<file path="src/rtl/weight_load_ctrl.sv">
// weight_load_ctrl: steers a stream of weight words into a bank of NUM_PE
// SIMD weight registers, one tile at a time. Each loaded bank goes to the
// compute engine, and the next tile starts loading once compute acknowledges.
module weight_load_ctrl #(
   parameter  int NUM_PE        = 4,
   parameter  int WEIGHT_LEVELS = 2,
   parameter  int SIMD_WIDTH    = 32,
   parameter  int TILE_W        = 16,
   localparam int DW            = SIMD_WIDTH * WEIGHT_LEVELS,
   localparam int PW            = (NUM_PE > 1) ? $clog2(NUM_PE) : 1
) (
   input  logic              clk,
   input  logic              rst_n,
   input  logic              start,
   input  logic              abort,
   input  logic [TILE_W-1:0] num_tiles,
   input  logic              in_valid,
   output logic              in_ready,
   input  logic [DW-1:0]     in_data,
   output logic [DW-1:0]     reg_data,
   output logic [NUM_PE-1:0] reg_en,
   output logic              compute_valid,
   input  logic              compute_ack,
   output logic [TILE_W-1:0] tile_idx,
   output logic              busy,
   output logic              done
);

   typedef enum logic [1:0] {
      IDLE    = 2'd0,
      LOAD    = 2'd1,
      COMPUTE = 2'd2,
      FIN     = 2'd3
   } state_e;

   state_e            state_q, state_d;
   logic [PW-1:0]     pe_idx_q, pe_idx_d;
   logic [TILE_W-1:0] tile_idx_q, tile_idx_d;
   logic [TILE_W-1:0] tiles_q, tiles_d;

   logic xfer;
   logic last_pe;
   logic last_tile;

   assign xfer      = (state_q == LOAD) && in_valid;
   assign last_pe   = (pe_idx_q == PW'(NUM_PE - 1));
   assign last_tile = (tile_idx_q == (tiles_q - TILE_W'(1)));

   // State and counter registers
   always_ff @(posedge clk or negedge rst_n) begin
      if (!rst_n) begin
         state_q    <= IDLE;
         pe_idx_q   <= '0;
         tile_idx_q <= '0;
         tiles_q    <= '0;
      end else begin
         state_q    <= state_d;
         pe_idx_q   <= pe_idx_d;
         tile_idx_q <= tile_idx_d;
         tiles_q    <= tiles_d;
      end
   end

   // Next-state logic; abort overrides every other transition
   always_comb begin
      state_d = state_q;
      if (abort) begin
         state_d = IDLE;
      end else begin
         unique case (state_q)
            IDLE:    if (start) state_d = (num_tiles == '0) ? FIN : LOAD;
            LOAD:    if (xfer && last_pe) state_d = COMPUTE;
            COMPUTE: if (compute_ack) state_d = last_tile ? FIN : LOAD;
            FIN:     state_d = IDLE;
            default: state_d = IDLE;
         endcase
      end
   end

   // Counter updates: register index, tile index, latched tile count
   always_comb begin
      pe_idx_d   = pe_idx_q;
      tile_idx_d = tile_idx_q;
      tiles_d    = tiles_q;
      if (abort) begin
         pe_idx_d = '0;
      end else begin
         unique case (state_q)
            IDLE: begin
               if (start) begin
                  tiles_d    = num_tiles;
                  tile_idx_d = '0;
                  pe_idx_d   = '0;
               end
            end
            LOAD: begin
               if (xfer) pe_idx_d = last_pe ? '0 : pe_idx_q + PW'(1);
            end
            COMPUTE: begin
               if (compute_ack && !last_tile) tile_idx_d = tile_idx_q + TILE_W'(1);
            end
            default: ;
         endcase
      end
   end

   // Output decode from registered state (reg_en also qualified by in_valid)
   always_comb begin
      in_ready      = (state_q == LOAD);
      compute_valid = (state_q == COMPUTE);
      busy          = (state_q != IDLE);
      done          = (state_q == FIN);
      reg_en        = '0;
      if (xfer) reg_en = NUM_PE'(1) << pe_idx_q;
   end

   assign reg_data = in_data;
   assign tile_idx = tile_idx_q;

endmodule

</file>
<file path="config.mk">
export PLATFORM = sky130hd
export DESIGN_NAME = weight_load_ctrl
export DESIGN_NICKNAME = d
export VERILOG_FILES = /design/src/rtl/weight_load_ctrl.sv
export SDC_FILE = /design/constraint.sdc
export NUM_CORES = 1
export LEC_CHECK = 0
export CORE_ASPECT_RATIO = 0.9
export CORE_MARGIN = 2
export CORE_UTILIZATION = 35
export DETAILED_ROUTE_END_ITERATION = 7
export PLACE_DENSITY = 0.79
export SLEW_MARGIN = 15
export SYNTH_ARGS = -nofsm -noshare
export SYNTH_HDL_FRONTEND = slang
export SYNTH_SLANG_ARGS = --single-unit
</file>
<file path="constraint.sdc">
create_clock -name clk -period 2.85 [get_ports clk]
set_input_delay 0.57 -clock clk [delete_from_list [all_inputs] [get_ports clk]]
set_output_delay 0.57 -clock clk [all_outputs]
set_load 0.02 [all_outputs]
</file>
==> run metrics, run 1 <==
I/O pin cnt about 170; startpoint types flip-flop; clock slew at reported path FFs approximately 0.070 ns; drt total wl around 7.6 mm; CP Class flip-flop to flip-flop; RSZ-0062 raised after global routing true; Layout Utilization 0.442; Detail Placement HPWL around 5.2 mm; top cell type's share of synthesized area 0.310; site row count 31; Final Wtd Congestion slightly above 0.8; Worst Skew ~0.0037 ns; sequential share of the synthesized area 0.310; GRT Util Overall 0.157; ys async rst share 1.00; dominant cell type by area after synthesis dfrtp_1; Synth Instances ~360; CTS tree done; Synth Warn # 0; post-route setup slack -0.250 ns; Synth Cell Area ~2900 sq um; CP top delay family simple AND/OR/NAND/NOR gates; leak pwr about 1.4 nW; final setup fails 17; CP peak stage delay roughly 0.54 ns; number of cells on the critical path 11; Avg Inst Size Synth ~8.2 sq um; fin crit period 3.10 ns; starting DRC count in detailed routing between 150 and 200; htree depth 2; pin count of the biggest net entering global routing 37; die extent in x ~100 um; initial antenna violation count 0; Hold Slack a little over 0.5 ns; most common flop cell mapped by yosys dfrtp_1; Die ar. between 9000 and 10000 sq um; register bit total from synthesis 36; PwrDens 375 nW/um^2; Critical Path, Cell by Cell or4_4 -> buf_4 -> or3_4 -> or4_4 -> a21oi_2 -> a31oi_2 -> a2111oi_4 -> buf_4 -> buf_12 -> nor2_4 -> a221o_1; first-pass GRT wire length ~12 mm; number of flops mapped to enable cells by yosys 0; Hold Path Class flip-flop to flip-flop; CTS Sinks 36; Slowest-stage cell, CP or4_4; antenna-violating nets left 0; CORE AREA 8070 sq um; area of the multi-input gates approximately 1600 sq um; GRT overflow 0; Sequential Area 901 sq um; reg2reg path depth 11; Max-Cap Viols 0; status complete, but fails checks; Final Hold Viols 0; clock buffer depth 2; Final #Nets 460; WL per Instance ~16 um; Crit path buffers/inverters 3; via count roughly 2600; ratio of cells with drive above 1 in the final layout 0.243; IO buf count between 40 and 50; VDD IR-drop max around 170 uV; Hold Path Stages 2; number of distinct library cells after synthesis between 40 and 50; top fanout value on the critical path 6; synth top area cells dfrtp_1 (31%), buf_4 (17%), nand2_1 (7.7%); DRC Markers 0; via count of the first global-routing pass ~2500; Tightest Pin Transition 0.480 ns; drt pass-1 iters 4; Tcrit/Tclk final 1.09; hold_buf cts 0; TritonCTS Buffers 5; critical path data required time 3.03 ns; DR vias/cell approximately 5.5; Area Overhead vs Synth 22.7%; failing checks negative setup slack; Die Y around 90 um; diode count 0; Max-slew headroom 0.679; fill count around 770; initial core utilization 0.360; root cell of the clock tree clkbuf_8; Final Max Slew Viols 0; Skew-Pair Late Insertion Delay 0.29 ns; CP endpoint kind flip-flop; FMAX about 320 MHz; Arr. time, crit path between 3 and 4 ns; Synthesized Nets roughly 450
[state kept, by name (all words and copies together) (netlist names)]
signal	count
pe_idx_q	2
state_q	2
tile_idx	16
tiles_q	16
[synth_stat cells (9+ instances only)]
master	count
a21oi_1	16
buf_4	65
clkbuf_1	12
dfrtp_1	36
inv_1	10
nand2_1	60
nand3_1	9
nor2_1	11
nor3_1	11
o21ai_0	15
[tightest hold or removal path, stage by stage, from the launching register on]
cell and delay [ns]:
dfrtp_1 0.36, nand2_1 0.06, nand2_1 0.06
[worst paths after layout]
| kind | start | to | slack, ns |
|---|---|---|---|
| setup / recovery | tiles_q[5] | tile_idx[1] | -0.25 |
| hold / removal | tiles_q[15] | tiles_q[15] | 0.51 |
| setup reg to reg | tiles_q[5] | tile_idx[1] | -0.25 |
| hold reg to reg | tiles_q[15] | tiles_q[15] | 0.51 |
| max in group asynchronous | rst_n | tiles_q[15] | 1.80 |
| min in group asynchronous | rst_n | tile_idx[14] | 0.70 |
[cell type report]
class	count	area share
clock buffers	5	0.0193
flip-flops and latches	36	0.253
multi-input cells	232	0.461
repair buffers	83	0.222
well taps	99	0.0347
inverters	10	0.0105
[cells in the final DEF, fill, tap and decap left out, types with 4 or more instances in the layout]
cell             instances
or3_1                    5
inv_1                    9
ha_1                     6
or4_4                    8
nand2_1                 60
clkdlybuf4s50_1         45
nand4_1                  5
dfrtp_1                 36
xor2_1                   8
nor3_1                   7
a21oi_1                  8
nor4_1                   4
a21oi_2                  8
buf_4                   33
xnor2_1                  8
clkbuf_8                 5
mux2i_1                  7
o21ai_0                 10
nand3_1                  9
and3_1                   6
nor2_1                  10
nand2b_1                 5
[report_power, final]
group	switching (mW)	total [mW]	internal, mW
clock	0.173	0.331	0.157
combinational	0.215	0.420	0.205
sequential	0.0360	0.589	0.553
total	0.424	1.34	0.915
[per-stage QoR]
stage	cell area, sq um	cells	power [mW]	TNS [ns]	setup slack (ns)
after floorplan	2930	356	0.935	-1.65	-0.211
after global placement	3190	452	0.969	-0.696	-0.103
after detailed placement	3190	452	0.983	-2.00	-0.182
after CTS	3270	457	1.32	-2.92	-0.226
after global routing	3570	465	1.41	-4.76	-0.324
final	3570	465	1.34	-3.37	-0.250
[metal layers]
layer	vias to the layer above	wire, um	GRT usage
met5	-	0	0
met4	0	194	0.0685
met3	35	633	0.0395
met2	95	3480	0.240
met1	1232	3310	0.210
li1	1194	-	-
[logic make-up (layout without fill, tap and decap cells)]
group | Yosys count | count (layout) | share of synthesized area
simple gates | 151 | 151 | 0.274
buf+inv | 88 | 98 | 0.200
compound gates | 52 | 52 | 0.118
flops | 36 | 36 | 0.310
xor+xnor | 16 | 16 | 0.0482
mux | 7 | 7 | 0.0241
fa+ha+maj | 6 | 6 | 0.0258
[what timing repair did]
| action | CTS | global route |
|---|---|---|
| endpoints found under the setup margin | 17 | 17 |
| gates resized for setup | 2 | 43 |
| buffers inserted | 0 | 5 |
| pin swaps | 1 | 30 |
| cloned | 0 | 3 |
Note: power is estimated with default switching activity, not from simulation.
==> inputs of run 2 (changes only) <==
Settings changed: CORE_UTILIZATION 35 to 41, PLACE_DENSITY 0.79 to 0.87.
Clock period 2.85 ns to 3.9 ns, I/O delays scaled along.
==> run metrics, run 2 (synthesis results as in run 1) <==
htree depth 2 (unchanged); ratio of cells with drive above 1 in the final layout 0.0597 (-0.183); worst setup path end tile_idx[6]; met2 usage 0.285 (+0.0455); leak pwr 1.24 nW (-14%); critical path data required time 4.13 ns (+1.10 ns); IO buf count 45 (unchanged); Die ar. 7780 sq um (-14%); clock slew at reported path FFs 0.08 ns (about the same); most frequent cells in the layout nand2_1 (60), clkdlybuf4s50_1 (45), dfrtp_1 (36), a21oi_1 (16), o21ai_0 (15); hold_buf cts 0 (unchanged); top fanout value on the critical path 27 (+21); status completed; initial antenna violation count 0 (unchanged); drt total wl 6.66 mm (-13%); Detail Placement HPWL 4.82 mm (-6.8%); starting DRC count in detailed routing 165 (-5.2%); DR vias/cell 5.58 (+1.5%); VDD IR-drop max 117 uV (-33%); final setup fails 0 (-17); PwrDens 307 nW/um^2 (-18%); Max-slew headroom 0.666 (-0.0136); Final #Nets 426 (-7.4%); grt met3 use 0.0470 (+0.00750); RR Startpoint tiles_q[0]; CTS Sinks 36 (unchanged); FMAX 302 MHz (-6.4%); Final Hold Viols 0 (unchanged); CP Class flip-flop to flip-flop; die extent in x 92.8 um (-7.3%); Final Max Slew Viols 0 (unchanged); via count 2388 (-6.6%); TritonCTS Buffers 5 (unchanged); Post-CTS Setup Inserts 0 (unchanged); RSZ-0062 raised after global routing false; FF-to-FF setup slack 0.59 ns (+0.84 ns); Most Crowded Layer GR met2; CP endpoint kind flip-flop; CP startpoint tiles_q[0]; first-pass GRT wire length 11.1 mm (-4.9%); diode count 0 (unchanged); CORE AREA 6970 sq um (-14%); DRC Markers 0 (unchanged); clock buffer depth 2 (unchanged); startpoint types flip-flop; root cell of the clock tree clkbuf_8; drt pass-1 iters 4 (unchanged); site row count 29 (-6.5%); Skew-Pair Late Insertion Delay 0.30 ns (about the same); most common cell after layout, fill and taps aside nand2_1; Hold Path Class flip-flop to flip-flop; Tightest Pin Transition 0.502 ns (+0.0217 ns); Crit Reg-Reg Endpoint tile_idx[6]; met1 GRT Util 0.227 (+0.0172); Tcrit/Tclk final 0.849 (-0.238); fin crit period 3.31 ns (+0.212 ns); GRT Util Overall 0.177 (+0.0199); reg2reg path depth 11 (unchanged); Max-Cap Viols 0 (unchanged); WL per Instance 15.6 um (-5.0%); antenna-violating nets left 0 (unchanged); initial core utilization 0.417 (+0.0569); Arr. time, crit path 3.54 ns (+0.26 ns); TNS Setup 0 ns (+3.37 ns); GRT overflow 0 (unchanged); Worst Skew 0.00993 ns (+0.00620 ns); Die Y 83.9 um (-7.3%); Area Overhead vs Synth 5.08%; Final Wtd Congestion 0.848 (+2.7%); Total Power 0.936 mW (-30%); pin count of the biggest net entering global routing 37 (unchanged); I/O pin cnt 174 (unchanged); CTS tree done; via count of the first global-routing pass 2343 (-5.8%); CTS resizes 0 (-2)
-- run 2: changes by cell type in the layout (fill, tap and decap cells not counted), moves of 5 or more --
cell | previous run | this run
or4_1 | 1 | 8
a21oi_1 | 8 | 16
or4_4 | 8 | 1
buf_4 | 33 | 4
a21oi_2 | 8 | 0
o31ai_1 | 2 | 7
o21ai_0 | 10 | 15
-- run 2: critical path, cell delays in order, from the launching register on --
cell and delay (ns):
dfrtp_1 0.41, inv_1 0.12, ha_1 0.20, or4b_1 0.56
nor3_1 0.42, xor2_1 0.18, o221ai_1 0.13, mux2i_1 0.24
a2111oi_4 0.08, buf_4 0.23, or4_1 0.52, a21oi_1 0.15
-- run 2: routing by layer --
metal  up-vias  share of wire
li1       1128              -
met1      1162           0.44
met2        85           0.48
met3        13          0.066
met4         0          0.017
met5         -              0
-- run 2: worst min path at each step --
| stage | slack, ns | cells past startpoint | startpoint | to |
|---|---|---|---|---|
| 5_1_grt | 0.54 | 2 | tiles_q[15] | tiles_q[15] |
| 6_report | 0.54 | 2 | tiles_q[15] | tiles_q[15] |
| 2_1_floorplan | 0.47 | 2 | tiles_q[15] | tiles_q[15] |
| 3_3_place_gp | 0.51 | 2 | tiles_q[15] | tiles_q[15] |
| 4_1_cts | 0.54 | 2 | tiles_q[15] | tiles_q[15] |
| 3_5_place_dp | 0.53 | 2 | tiles_q[15] | tiles_q[15] |
-- run 2: layout make-up --
class                   instances  area (sq um)
clock buffers                   8          90.1
fillers                       683          3910
inverters                      10          37.5
multi-input cells             232          1430
flip-flops and latches         36           901
well taps                      93           116
repair buffers                 49           480
-- run 2: through the flow --
stage	setup WS (ns)	cells	hold slack, ns	util	area (sq um)
after CTS	0.621	428	0.545	0.438	3050
final	0.588	428	0.544	0.438	3050
after detailed placement	0.629	420	0.526	0.425	2960
after global placement	0.780	420	0.510	0.425	2960
after floorplan	0.822	356	0.467	-	2910
after global routing	0.450	428	0.543	0.438	3050
-- run 2: power breakdown --
group | leakage, nW | total, mW | internal [mW] | switching, mW
registers | 0.476 | 0.450 | 0.404 | 0.0460
logic | 0.714 | 0.208 | 0.0949 | 0.113
clock network | 0.0455 | 0.279 | 0.144 | 0.135
total | 1.24 | 0.936 | 0.643 | 0.294
==> inputs of run 3 (changes only) <==
Settings changed: CORE_UTILIZATION 41 to 38, PLACE_DENSITY 0.87 to 0.81.
Clock period 3.9 ns to 3.1 ns, I/O delays scaled along.
==> run metrics, run 3 (synthesis results as in run 1) <==
drt total wl 7.21 mm (+8.2%); most common cell after layout, fill and taps aside nand2_1; most frequent cells in the layout nand2_1 (60), clkdlybuf4s50_1 (45), dfrtp_1 (36), buf_4 (17), o21ai_0 (15); Arr. time, crit path 3.38 ns (-0.16 ns); final instance area 3310 sq um (+8.4%); status complete, but fails checks; fin crit period 3.16 ns (-0.150 ns); Die ar. 8370 sq um (+7.5%); clock buffer depth 2 (unchanged); CP Class flip-flop to flip-flop; VDD IR-drop max 128 uV (+9.6%); CTS tree done; Detail Placement HPWL 4.88 mm (+1.4%); Layout Utilization 0.443 (+0.00482); Worst Skew 0.00574 ns (-0.00419 ns); failing checks negative setup slack; placed cells 431 (+2.6%); PwrDens 374 nW/um^2 (+22%); GRT Util Overall 0.164 (-0.0128); RSZ-0062 raised after global routing true; Total Power 1.24 mW (+32%); Setup WS pre-CTS 0.0387 ns (-0.590 ns); CTS Sinks 36 (unchanged); CORE AREA 7470 sq um (+7.2%); post-route setup slack -0.0612 ns (-0.650 ns); leak pwr 1.34 nW (+8.9%); FMAX 316 MHz (+4.8%); Max-slew headroom 0.569 (-0.0966); via count 2505 (+4.9%); ratio of cells with drive above 1 in the final layout 0.154 (+0.0941); first-pass GRT wire length 10.8 mm (-2.9%); site row count 30 (+3.4%); Final Max Slew Viols 0 (unchanged); IO buf count 45 (unchanged); Max-Cap Viols 0 (unchanged); pin count of the biggest net entering global routing 37 (unchanged); I/O pin cnt 174 (unchanged); Final Hold Viols 0 (unchanged); diode count 0 (unchanged); antenna-violating nets left 0 (unchanged); CP endpoint kind flip-flop; htree depth 2 (unchanged); die extent in x 96.2 um (+3.7%); via count of the first global-routing pass 2266 (-3.3%); Final Wtd Congestion 0.869 (+2.5%); Tcrit/Tclk final 1.02 (+0.171); initial antenna violation count 0 (unchanged); Tightest Pin Transition 0.644 ns (+0.143 ns); starting DRC count in detailed routing 186 (+13%); DRC Markers 0 (unchanged); placed inst area 3040 sq um (+2.6%); Cell Count, Final, Fillers Out 447 (+4.4%); critical path data required time 3.32 ns (-0.81 ns); Area Overhead vs Synth 13.9%; DR vias/cell 5.60 (+0.44%); fill count 703 (+2.9%); clock slew at reported path FFs 0.07 ns (about the same); drt pass-1 iters 4 (unchanged); startpoint types flip-flop; WL per Instance 16.1 um (+3.6%); final setup fails 10 (+10); TritonCTS Buffers 5 (unchanged); Skew-Pair Late Insertion Delay 0.29 ns (about the same); Hold Path Class flip-flop to flip-flop; initial core utilization 0.389 (-0.0281); Final #Nets 442 (+3.8%); Die Y 87.0 um (+3.7%); top fanout value on the critical path 7 (-74%); TNS Setup -0.325 ns (-0.325 ns); GRT overflow 0 (unchanged); Hold Slack 0.550 ns (+0.00558 ns); root cell of the clock tree clkbuf_8
[run 3: changes by cell type in the layout (fill, tap and decap cells not counted), moves of 2 or more]
| cell | before | now |
|---|---|---|
| buf_4 | 4 | 17 |
| or4_1 | 8 | 3 |
| or4_4 | 1 | 6 |
| a21oi_1 | 16 | 13 |
| a21oi_2 | 0 | 3 |
| nor3_1 | 11 | 8 |
| o31ai_1 | 7 | 4 |
| nor3_2 | 0 | 2 |
| o31ai_2 | 0 | 2 |
[run 3: layout make-up]
class / count / area, sq um / area share
Multi-Input combinational cell: 232 / 1530 / 0.461
Sequential cell: 36 / 901 / 0.272
Timing Repair Buffer: 65 / 634 / 0.192
Tap cell: 96 / 120 / 0.0363
Clock buffer: 8 / 90.1 / 0.0272
Inverter: 10 / 37.5 / 0.0113
[run 3: per-layer routing]
| metal | share of wire | vias to the layer above | global-route usage |
|---|---|---|---|
| li1 | - | 1163 | - |
| met1 | 0.42 | 1193 | 0.211 |
| met2 | 0.48 | 125 | 0.261 |
| met3 | 0.074 | 24 | 0.0502 |
| met4 | 0.020 | 0 | 0.0584 |
| met5 | 0 | - | 0 |
[run 3: power breakdown]
group,internal (mW),switching (mW)
Combinational,0.157,0.174
Sequential,0.508,0.0443
Clock,0.181,0.173
Total,0.847,0.391
[run 3: final timing paths]
kind	start	end	slack, ns	cells after the start
worst max-delay path	tiles_q[10]	tile_idx[7]	-0.06	10
worst min-delay path	tiles_q[15]	tiles_q[15]	0.55	2
worst max register to register	tiles_q[10]	tile_idx[7]	-0.06	10
worst min register to register	tiles_q[15]	tiles_q[15]	0.55	2
max in group asynchronous	rst_n	tile_idx[8]	2.02	2
min in group asynchronous	rst_n	tile_idx[15]	0.75	2
[run 3: repair_timing]
action,CTS,global route
endpoints found under the hold margin,0,0
endpoints found under the setup margin,0,15
buffers inserted,0,6
hold buffers,0,0
gates resized for setup,0,22
[run 3: worst max-delay path, cell delays in order (launching register included)]
cell and delay [ns]:
dfrtp_1 0.38, or4_4 0.54, or3_4 0.41, o21bai_1 0.14, o211ai_1 0.10, or4b_4 0.51, a2111oi_4 0.41, buf_4 0.20
clkbuf_16 0.15, o31ai_2 0.07, a21oi_1 0.16
==> RTL edit 1: new RTL, settings of run 1 <==
Change the parameter `NUM_PE` from 4 to 2.
--- a/src/rtl/weight_load_ctrl.sv
+++ b/src/rtl/weight_load_ctrl.sv
@@ -4,3 +4,3 @@
 module weight_load_ctrl #(
-   parameter  int NUM_PE        = 4,
+   parameter  int NUM_PE        = 2,
    parameter  int WEIGHT_LEVELS = 2,
Ports: changed (resized reg_en); port bits go from 174 to 172. The function was not compared with the original's and may differ.
==> RTL edit 1 against run 1 <==
- clock skew hardly changed
- first-iteration DRC count is 9.2% lower
- clock power hardly changed
- count of clock-buffer cells in the layout is 1 higher
- total power is 9.8% higher
- largest cell class unchanged
- final area is 9.9% lower
- largest power group unchanged
- sequential power is 7.6% higher
- synthesized area is 0.47% higher
- sequential cell count is 1 lower
- critical path depth is 3 lower
- wire length is 7.3% lower
- setup slack better by 0.32 ns
==> RTL edit 1: results (changes against run 1) <==
pwr:
  p_sw_frac: 0.3568  # +0.04034
  switchingPower_uw: 524.9  # +24%
  seq_power_share: 0.431  # -0.009
  ir_worst_vdd_mv: 0.1857  # +6.7%
placement:
  dp_worst_setup_slack_ns: 0.02646  # +0.2088 ns
  post-dp-hpwl_mm: 5.175  # +0.14%
  port_buffers: 43  # -4.4%
  placed_area_um2: 3048  # -4.6%
cells_and_area:
  fin_area_um2: 3214  # -9.9%
  flops_and_latches: 35  # -2.8%
  clock_buffers: 6  # +1
  fin_cells: 445  # -4.3%
  n_all_inverters: 12  # +2
  buf_share: 0.1822  # -0.03950
  final-clk-cell-share: 0.02258  # +0.003285
  drive_above_1_share: 0.1387  # -0.1044
  regArea_um2: 878.3  # -2.5%
  final_nets: 435  # -5.4%
  multi_input_area_um2: 1509  # -8.3%
setup_path:
  reg2reg_depth: 8  # -3
  endpoint: "tile_idx[13]"
  critPathLaunch: "tiles_q[0]"
  crit_fanout: 7  # +1
global_routing:
  grt_pass1_wl_mm: 11.41  # -2.3%
  grt_max_degree: 36  # -2.7%
  grt_use_total: 0.1534  # -0.003743
detailed_routing:
  viasPerCell: 5.616  # +2.2%
  dr.first_iter.drc_count: 158  # -9.2%
  dr.pass1.iters: 6  # +2
  wirelength_mm: 7.060  # -7.3%
timing:
  hold_slack_ns: 0.5138  # +0.006731 ns
  skew_ns: 0.004015  # +0.0002834 ns
logic_synthesis:
  ys_seq_area_frac: 0.2999  # -0.01003
  synth_xor_area_frac: 0.05099  # +0.002772
  ys_types: 54  # +15%
  synth_compound_area_frac: 0.1243  # +0.006730
  synth_fa_ha_area_frac: 0.008569  # -0.01726
  avgSynthCellArea_um2: 8.203  # +0.47%
  ys_top_cells_by_count: "buf_4, nand2_1, dfrtp_1"
clock_tree:
  postCtsResizedCells: 0  # -2
run_status:
  run_status: "complete, no violations"
[RTL edit 1: cell count changes after synthesis, moves of 4 or more]
cell and change:
a21oi_1 -4, buf_2 +6, clkbuf_1 -4, ha_1 -4, nand2_1 -5, nand2b_1 +4, o21ai_0 -6, xnor2_1 +6
xor2_1 -5
[RTL edit 1: metal layers]
layer / vias up / wire length, um / track usage
met5: - / 0 / 0
met4: 0 / 93 / 0.05365
met3: 18 / 622 / 0.04334
met2: 117 / 3251 / 0.2315
met1: 1188 / 3093 / 0.2094
li1: 1176 / - / -
[RTL edit 1: worst max-delay path, stage by stage, from the launching register on]
cell,delay (ns)
dfrtp_1,0.38
buf_4,0.17
or4_1,0.53
o31a_1,0.25
nor3b_1,0.26
o2111ai_2,0.20
or4_4,0.57
and4_4,0.20
mux2i_1,0.11
[RTL edit 1: cell families after synthesis]
group	after synthesis
and+or+nand+nor	149
buffers and inverters	92
AOI/OAI and AO/OA	54
DFF	35
xor gates and xnor gates	17
muxes	7
adders and majority gates	2
==> RTL edit 2: new RTL, settings of run 1 <==
Made on the original files. The 4 states of `state_e` get a one-hot encoding in 4 bits.
--- a/src/rtl/weight_load_ctrl.sv
+++ b/src/rtl/weight_load_ctrl.sv
@@ -28,7 +28,7 @@
 
-   typedef enum logic [1:0] {
-      IDLE    = 2'd0,
-      LOAD    = 2'd1,
-      COMPUTE = 2'd2,
-      FIN     = 2'd3
+   typedef enum logic [3:0] {
+      IDLE    = 4'b0001,
+      LOAD    = 4'b0010,
+      COMPUTE = 4'b0100,
+      FIN     = 4'b1000
    } state_e;
Formal check against the unedited RTL: no difference found for any inputs over 10 cycles, from zero or initial values and one cycle with rst_n low; not proved beyond that.
==> RTL edit 2 against run 1 <==
- wire length up 1.5%
- synthesized area up 7.1%
- critical path depth down 3
- setup slack better by 0.34 ns
- total power up 20%
- synthesized cell count up 8.4%
- final area down 3.3%
- sequential cell count up 2
==> RTL edit 2: results (changes against run 1) <==
setup_path:
  critPathMaxStageDelay_ns: 0.52  # -0.02 ns
  cp.arrival_ns: 2.99  # -0.29 ns
  crit_fanout: 11  # +5
  reg2reg_slack_ns: 0.09  # +0.34 ns
global_routing:
  grt_pass1_wl_mm: 11.91  # +2.0%
  grt_use_total: 0.1563  # -0.0008666
  grtUsageMet1: 0.2160  # +0.005908
  use_met3: 0.03737  # -0.002104
  grt_pass1_vias: 2535  # +1.9%
  gr-usage-met2: 0.2301  # -0.009757
detailed_routing:
  wirelength_mm: 7.732  # +1.5%
  viasPerCell: 5.529  # +0.59%
pwr:
  ir_worst_vdd_mv: 0.2736  # +57%
  p_leak_nw: 1.449  # +0.43%
timing:
  skew_ns: 0.005880  # +0.002149 ns
  maxSlewHeadroom: 0.4369  # -0.2423
  finalCriticalPeriod_ns: 2.757  # -0.3428 ns
placement:
  dp_worst_setup_slack_ns: 0.001634  # +0.1840 ns
  placed_cells: 486  # +7.5%
  post-dp-hpwl_mm: 5.662  # +9.6%
logic_synthesis:
  ys_types: 55  # +17%
  ys_top_cells_by_count: "buf_4, nand2_1, dfrtp_1"
  syn_nets: 478  # +6.7%
  synthCells: 386  # +8.4%
  synth_area_leaders: "dfrtp_1, buf_4, nand2_1"
cells_and_area:
  fin_cells: 499  # +7.3%
  regArea_um2: 953.4  # +5.8%
  drive_above_1_share: 0.1211  # -0.1221
run_status:
  run_status: "complete, no violations"
[RTL edit 2: final cells by class]
cell class / instances / share of cell area
Sequential cell: 38 / 0.2764
Clock buffer: 5 / 0.01995
Tap cell: 119 / 0.04316
Timing Repair Buffer: 62 / 0.1661
Multi-Input combinational cell: 262 / 0.4719
Clock inverter: 3 / 0.01161
Inverter: 10 / 0.01088
[RTL edit 2: kinds of logic after synthesis]
group / count (synthesis) / synth area share
fa+ha+maj: 6 / 0.02412
simple gates: 177 / 0.3092
flops: 38 / 0.3060
buf+inv: 88 / 0.1870
xor+xnor: 15 / 0.04222
compound gates: 62 / 0.1315
[RTL edit 2: repair_timing]
item / 4_1_cts / 5_1_grt
resized for setup: 1 / 6
setup buffers: 0 / 3
cloned: 0 / 2
setup endpoints to repair: 1 / 14
pin swaps: 0 / 2
[RTL edit 2: routing by layer]
metal | vias to the layer above | wire, um
li1 | 1287 | -
met1 | 1316 | 3369
met2 | 120 | 3454
met3 | 36 | 651
met4 | 0 | 256
met5 | - | 0
[RTL edit 2: critical path: cells and delay by family (launching register included)]
kind | cells | cell delay [ns]
AOI/OAI and AO/OA | 4 | 0.80
buffers and inverters | 1 | 0.16
DFF | 1 | 0.47
and+or+nand+nor | 3 | 1.25
[RTL edit 2: path summary, 6_finish.rpt]
kind                        startpoint           to  depth (start not counted)
min in group clk           tiles_q[15]  tiles_q[15]                          2
max in group asynchronous        rst_n   tiles_q[2]                          1
hold / removal                   rst_n  tile_idx[9]                          1
hold reg to reg            tiles_q[15]  tiles_q[15]                          2
setup reg to reg            tiles_q[2]  tile_idx[7]                          8
setup / recovery            tiles_q[2]  tile_idx[7]                          8
[RTL edit 2: stage by stage]
step                      cell area [um2]  power (mW)
after floorplan                      3112       1.096
after global placement               3269       1.109
after detailed placement             3269       1.130
after CTS                            3381       1.589
after global routing                 3450       1.720
final                                3450       1.612
[RTL edit 2: power by group]
group | switching (mW) | internal [mW] | total [mW]
Sequential | 0.0700 | 0.593 | 0.663
Clock | 0.198 | 0.257 | 0.456
Combinational | 0.277 | 0.217 | 0.493
